File: src/rtl/rsa_host_ctrl.sv
// Host-side initiator for the RSA engine word stream: serialises key/modulus/message
// into select-tagged 32-bit bursts and gathers the variable-length response.
module rsa_host_ctrl #(
  parameter int KEY_WIDTH = 256,
  parameter int TIMEOUT   = 1024
) (
  input  logic                               clk,
  input  logic                               rst_n,
  input  logic                               start,
  input  logic                               reload_key,
  input  logic [KEY_WIDTH-1:0]               key_in,
  input  logic [KEY_WIDTH-1:0]               mod_in,
  input  logic [KEY_WIDTH-1:0]               msg_in,
  output logic                               busy,
  output logic                               done,
  output logic                               timeout_err,
  output logic [KEY_WIDTH-1:0]               result,
  output logic [$clog2(KEY_WIDTH/32+1)-1:0]  result_words,
  output logic                               dut_en,
  output logic                               dut_valid_in,
  output logic [1:0]                         dut_select,
  output logic [31:0]                        dut_data_in,
  input  logic [31:0]                        dut_data_out,
  input  logic                               dut_valid_out
);

  localparam int N   = KEY_WIDTH / 32;
  localparam int WCW = (N > 1) ? $clog2(N) : 1;
  localparam int RWW = $clog2(N + 1);
  localparam int TCW = $clog2(TIMEOUT + 1);

  localparam logic [1:0] SEL_KEY = 2'b10;
  localparam logic [1:0] SEL_MOD = 2'b01;
  localparam logic [1:0] SEL_MSG = 2'b11;

  typedef enum logic [3:0] {
    IDLE, SEND_KEY, GAP_K, SEND_MOD, GAP_M, SEND_MSG, GAP_D, WAIT_RESP, RECV, FIN
  } state_t;

  state_t                 state;
  logic [KEY_WIDTH-1:0]   key_r;
  logic [KEY_WIDTH-1:0]   mod_r;
  logic [KEY_WIDTH-1:0]   msg_r;
  logic [WCW-1:0]         wcnt;
  logic [TCW-1:0]         tcnt;

  logic                   last_word;
  logic [WCW-1:0]         next_idx;
  logic                   tmo_hit;
  logic                   room;

  function automatic logic [31:0] word_of(input logic [KEY_WIDTH-1:0] op,
                                          input logic [WCW-1:0] idx);
    return op[int'(idx)*32 +: 32];
  endfunction

  assign dut_en    = rst_n;
  assign last_word = (wcnt == WCW'(N - 1));
  assign next_idx  = wcnt + WCW'(1);
  assign tmo_hit   = (tcnt == TCW'(TIMEOUT - 1));
  assign room      = (result_words < RWW'(N));

  always_ff @(posedge clk or negedge rst_n) begin
    if (!rst_n) begin
      state        <= IDLE;
      key_r        <= '0;
      mod_r        <= '0;
      msg_r        <= '0;
      wcnt         <= '0;
      tcnt         <= '0;
      busy         <= 1'b0;
      done         <= 1'b0;
      timeout_err  <= 1'b0;
      result       <= '0;
      result_words <= '0;
      dut_valid_in <= 1'b0;
      dut_select   <= 2'b00;
      dut_data_in  <= '0;
    end else begin
      done <= 1'b0;
      case (state)
        IDLE: begin
          if (start) begin
            key_r        <= key_in;
            mod_r        <= mod_in;
            msg_r        <= msg_in;
            result       <= '0;
            result_words <= '0;
            timeout_err  <= 1'b0;
            busy         <= 1'b1;
            wcnt         <= '0;
            tcnt         <= '0;
            dut_valid_in <= 1'b1;
            // First word goes out on the cycle after acceptance, aligned with the SEND state.
            if (reload_key) begin
              state       <= SEND_KEY;
              dut_select  <= SEL_KEY;
              dut_data_in <= key_in[31:0];
            end else begin
              state       <= SEND_MSG;
              dut_select  <= SEL_MSG;
              dut_data_in <= msg_in[31:0];
            end
          end
        end
        SEND_KEY, SEND_MOD, SEND_MSG: begin
          if (last_word) begin
            dut_valid_in <= 1'b0;
            dut_select   <= 2'b00;
            dut_data_in  <= '0;
            state        <= (state == SEND_KEY) ? GAP_K :
                            (state == SEND_MOD) ? GAP_M : GAP_D;
          end else begin
            wcnt        <= next_idx;
            dut_data_in <= (state == SEND_KEY) ? word_of(key_r, next_idx) :
                           (state == SEND_MOD) ? word_of(mod_r, next_idx) :
                                                 word_of(msg_r, next_idx);
          end
        end
        GAP_K: begin
          state        <= SEND_MOD;
          wcnt         <= '0;
          dut_valid_in <= 1'b1;
          dut_select   <= SEL_MOD;
          dut_data_in  <= mod_r[31:0];
        end
        GAP_M: begin
          state        <= SEND_MSG;
          wcnt         <= '0;
          dut_valid_in <= 1'b1;
          dut_select   <= SEL_MSG;
          dut_data_in  <= msg_r[31:0];
        end
        GAP_D: begin
          state <= WAIT_RESP;
          tcnt  <= '0;
        end
        WAIT_RESP: begin
          if (tmo_hit) begin
            state       <= FIN;
            done        <= 1'b1;
            busy        <= 1'b0;
            timeout_err <= 1'b1;
          end else begin
            tcnt <= tcnt + TCW'(1);
            if (dut_valid_out) begin
              result[31:0] <= dut_data_out;
              result_words <= RWW'(1);
              state        <= RECV;
            end
          end
        end
        RECV: begin
          if (tmo_hit) begin
            state       <= FIN;
            done        <= 1'b1;
            busy        <= 1'b0;
            timeout_err <= 1'b1;
          end else begin
            tcnt <= tcnt + TCW'(1);
            if (dut_valid_out) begin
              // Surplus words beyond the result width are discarded.
              if (room) begin
                result[int'(result_words)*32 +: 32] <= dut_data_out;
                result_words <= result_words + RWW'(1);
              end
            end else begin
              state <= FIN;
              done  <= 1'b1;
              busy  <= 1'b0;
            end
          end
        end
        FIN: state <= IDLE;
        default: state <= IDLE;
      endcase
    end
  end

endmodule

File: config.mk
export PLATFORM = sky130hd
export DESIGN_NAME = rsa_host_ctrl
export DESIGN_NICKNAME = d
export VERILOG_FILES = /design/src/rtl/rsa_host_ctrl.sv
export SDC_FILE = /design/constraint.sdc
export NUM_CORES = 2
export LEC_CHECK = 0
export CAP_MARGIN = 20
export CORE_AREA = 2 2 428 430
export CTS_CLUSTER_SIZE = 28
export DETAILED_ROUTE_END_ITERATION = 12
export DIE_AREA = 0 0 430 432
export HOLD_SLACK_MARGIN = 0.06
export SYNTH_ARGS = -nofsm -noshare
export SYNTH_HDL_FRONTEND = slang
export SYNTH_SLANG_ARGS = --single-unit
File: constraint.sdc
create_clock -name clk -period 4.3 [get_ports clk]
set_input_delay 0.86 -clock clk [delete_from_list [all_inputs] [get_ports clk]]
set_output_delay 0.86 -clock clk [all_outputs]
set_load 0.005 [all_outputs]
==> results <==
- The tool flagged a number of max-cap violations equal to 0.
- The most used flip-flop cell after synthesis is sky130_fd_sc_hd__dfrtp_1.
- The floorplan step defined a die boundary enclosing 0.186 sq mm.
- The number of clock buffers inserted by TritonCTS is 121.
- The worst-case clock skew is 47.9 ps.
- Data on the critical path arrives at its endpoint at 4130 ps.
- STA puts the critical path data required time at 5030 ps.
- The number of iterations in the first detailed-routing pass is 5.
- The vertical die dimension is 432 microns.
- The total congestion overflow is 0.
- The die is 430 microns wide.
- Of the available clock period, the critical path in the final layout requires 0.791.
- The count of final max-slew check failures was 0.
- The sequential area share after synthesis is 0.538.
- The type of element launching the critical path is a flop.
- The count of cells in the finished layout, fillers not included, comes to 7152.
- No sink is reached through more buffers than the 3 on the longest clock path.
- In this run the core area contains 157 standard-cell rows.
- Adding up every negative setup slack in the final design gives 0 ps.
- The mapped netlist covers 0.0504 sq mm.
- The path class of the tightest hold or removal check is reg -> reg.
- Synthesis produced 3565 cells.
- The global-route wire length before repair is 295000 microns.
- Synthesis instantiated 78 different standard cells from the library.
- After detailed placement, the total cell area comes to 0.0643 sq mm.
- Dividing the detail-routed wire length by the instance count gives 29.8 microns.
- The total of flip-flops plus latches after synthesis is 1084.
- For this run, the total global-route usage over all layers was measured as 0.224.
- STA classifies the critical path endpoint as a flop.
- The synthesized net count is 4376.
- The Yosys step of the flow raised 0 warnings.
- Counting tap cells, the placed design contains a total of 6880 instances.
- The final layout contains routed wiring with a total length of 213000 microns.
- Setup violations remaining at the end of the flow were counted as 0.
- The time the final worst path needs with I/O delays and setup is 3400 ps.
- The initial core utilization is 0.278.
- Compared with the post-synthesis result, the final layout area differs by 36.3%.
- The initial antenna violation count is 102.
- Setup repair after global routing left no endpoint under its margin.
- Entering global routing, the biggest net connects 151 pins.
- The worst-margin pin slew is 1070 ps.
- Dividing total power by cell area gives a power density of 720 mW/mm^2.
- The core region area is 0.182 sq mm.
- The clock latency at the later pin of the worst-skew pair is 780 ps.
- The number of nets with antenna violations after routing is 0.
- The top achievable clock speed is 294 MHz.
- CTS placed an instance of sky130_fd_sc_hd__clkbuf_16 at the clock tree root.
- The number of global-route vias before repair is 37025.
- The final-stage net count is 5431.
- Clock-pin slew was measured on the worst setup and hold paths at 60 ps.
- The DRC violation count after routing is 0.
- During I/O placement, the number of pins put on the boundary was 1104.
- For this block, the via count after detailed routing is 35701.
- Counting flops with a built-in enable in the synthesized netlist gives 0.
- The highest net fanout along the worst path is 23.
- The critical path in this run is classified as reg -> reg.
- The share of flip-flops with an asynchronous set or reset is 1.00.
- Of the cells placed in the final design, the portion with a size suffix greater than 1 is 0.273.
- The clock net in this run drives a total of 1084 sinks.
- The number of failing hold endpoints at the final stage is 0.
- The routability congestion estimate is 0.863.
- TritonCTS built the clock tree.
- The static leakage is 30.8 nW.
- The maximum vdd drop is 0.489 mV.
- The run finished with clean final reports.
- Detailed placement finished with a half-perimeter wire length of 165000 microns.
- The number of I/O port buffers is 1103.
- In this run the mean area of a mapped cell was 14.1 sq um.
- The H-tree was split into 3 levels.
- The DRC marker count from the first detailed-route iteration is 2329.
- After layout, the design draws a total of 49.5 mW.
- The post-route cell area is 0.0687 sq mm.
- The worst slew slack as a fraction of its limit is 0.268.
- The via-per-instance ratio is 4.99.
-- registers in the layout, summed over array words and instances (netlist names), 4 cells and up --
name,flops
msg_r,256
mod_r,256
result_words,4
key_r,256
result,256
dut_data_in,32
tcnt,11
state,4
-- cell usage after synthesis (all sizes together), types with 3 or more instances --
cell type	n	area share
o211ai	5	0.00074
nor4	8	0.0017
mux4	124	0.055
nand2	307	0.023
inv	13	0.00097
a22o	261	0.045
mux2i	75	0.015
a2111oi	11	0.0019
clkbuf	122	0.0091
a221oi	16	0.0028
nand4	4	0.00050
nor3	24	0.0032
o22ai	16	0.0021
o2111ai	4	0.00069
o211a	3	0.00060
a32oi	27	0.0047
a211o	4	0.00069
nand3	64	0.0064
a22oi	3	0.00045
o21ai	110	0.011
xor2	7	0.0012
a21oi	130	0.013
nand2b	4	0.00050
buf	187	0.027
ha	6	0.0015
a31oi	50	0.0062
dfrtp	1084	0.54
o21a	3	0.00045
and2	6	0.00074
nor2	32	0.0027
a21o	9	0.0013
nor2b	18	0.0022
a21boi	4	0.00067
nor3b	3	0.00055
a211oi	7	0.0014
o31ai	7	0.0010
mux2	779	0.21
-- metrics by stage --
step                hold slack, ps  setup WS [ps]  utilization
floorplan                      463           1810            -
global placement               449            835        0.354
detailed placement             456            805        0.354
CTS                            470            797        0.377
global route                   498            748        0.378
finish                         466            900        0.378
-- cell usage in the layout, fill, tap and decap left out, drive strengths merged, types with 5 or more instances in the layout --
cell and count:
mux4 124, a21o 9, a2111oi 11, clkbuf 162, a32oi 27, a211oi 7, o31ai 7, mux2i 75
xor2 7, buf 139, ha 6, inv 23, a221oi 16, dfrtp 1084, mux2 779, clkinv 29
bufinv 17, nor3 24, a22o 261, o22ai 16, diode 47, nand2 307, nor2 32, nor2b 18
nor4 8, and2 6, nand3 64, o211ai 5, a31oi 50, o21ai 110, clkinvlp 6, a21oi 130
clkdlybuf4s50 1101
-- report_power, final --
group | total, mW | switching, mW | internal (mW) | leakage (nW)
registers | 17.0 | 2.72 | 14.3 | 13.6
logic | 21.3 | 11.0 | 10.3 | 15.2
clock network | 11.2 | 4.64 | 6.60 | 2.10
-- repair_timing --
action,in CTS,in global routing
hold buffers,1,0
buffers inserted,0,0
endpoints found under the hold margin,48,0
resized for setup,0,0
-- routing by layer --
metal  part of all wire  track usage
met1               0.36        0.242
met2               0.54        0.409
met3              0.066       0.0553
met4              0.041        0.106
met5             0.0017            0
-- worst paths after layout --
kind,from,to,slack (ps),depth (start not counted)
setup reg to reg,state[0]$_DFFE_PN0P_,dut_data_in[30]$_DFFE_PN0P_,900,7
hold / removal,result[142]$_DFFE_PN0P_,result[142]$_DFFE_PN0P_,470,2
min in group asynchronous,rst_n,result[192]$_DFFE_PN0P_,620,2
hold reg to reg,result[142]$_DFFE_PN0P_,result[142]$_DFFE_PN0P_,470,2
setup / recovery,state[0]$_DFFE_PN0P_,dut_data_in[30]$_DFFE_PN0P_,900,7
max in group asynchronous,rst_n,result[197]$_DFFE_PN0P_,1740,4
-- cell type report --
type / count / area [sq um]
well taps: 2385 / 2980
fillers: 17413 / 113000
clock buffers: 162 / 3410
inverters: 14 / 52.6
flip-flops and latches: 1084 / 27100
multi-input cells: 2158 / 21700
clock inverters: 61 / 853
diodes: 47 / 118
repair buffers: 1241 / 12500
-- worst max-delay path: stages (launching register included) --
cell and delay, ps:
sky130_fd_sc_hd__dfrtp_1 640, sky130_fd_sc_hd__buf_4 270, sky130_fd_sc_hd__nand2b_1 100, sky130_fd_sc_hd__or3_2 870, sky130_fd_sc_hd__a31oi_1 430, sky130_fd_sc_hd__a31oi_1 290
sky130_fd_sc_hd__o211ai_1 480, sky130_fd_sc_hd__o211a_1 210
-- cell families (layout without fill, tap and decap cells) --
group / count (synthesis) / after routing / share of synthesized area
AO/OA/AOI/OAI: 680 / 680 / 0.0968
XOR/XNOR: 8 / 8 / 0.00139
other: 0 / 47 / 0
multiplexers: 978 / 978 / 0.281
buffers and inverters: 323 / 1478 / 0.0368
adder cells (fa/ha/maj): 6 / 6 / 0.00149
flip-flops: 1084 / 1084 / 0.538
AND/OR/NAND/NOR: 486 / 486 / 0.0443
Power figures use the tool's default switching activity.
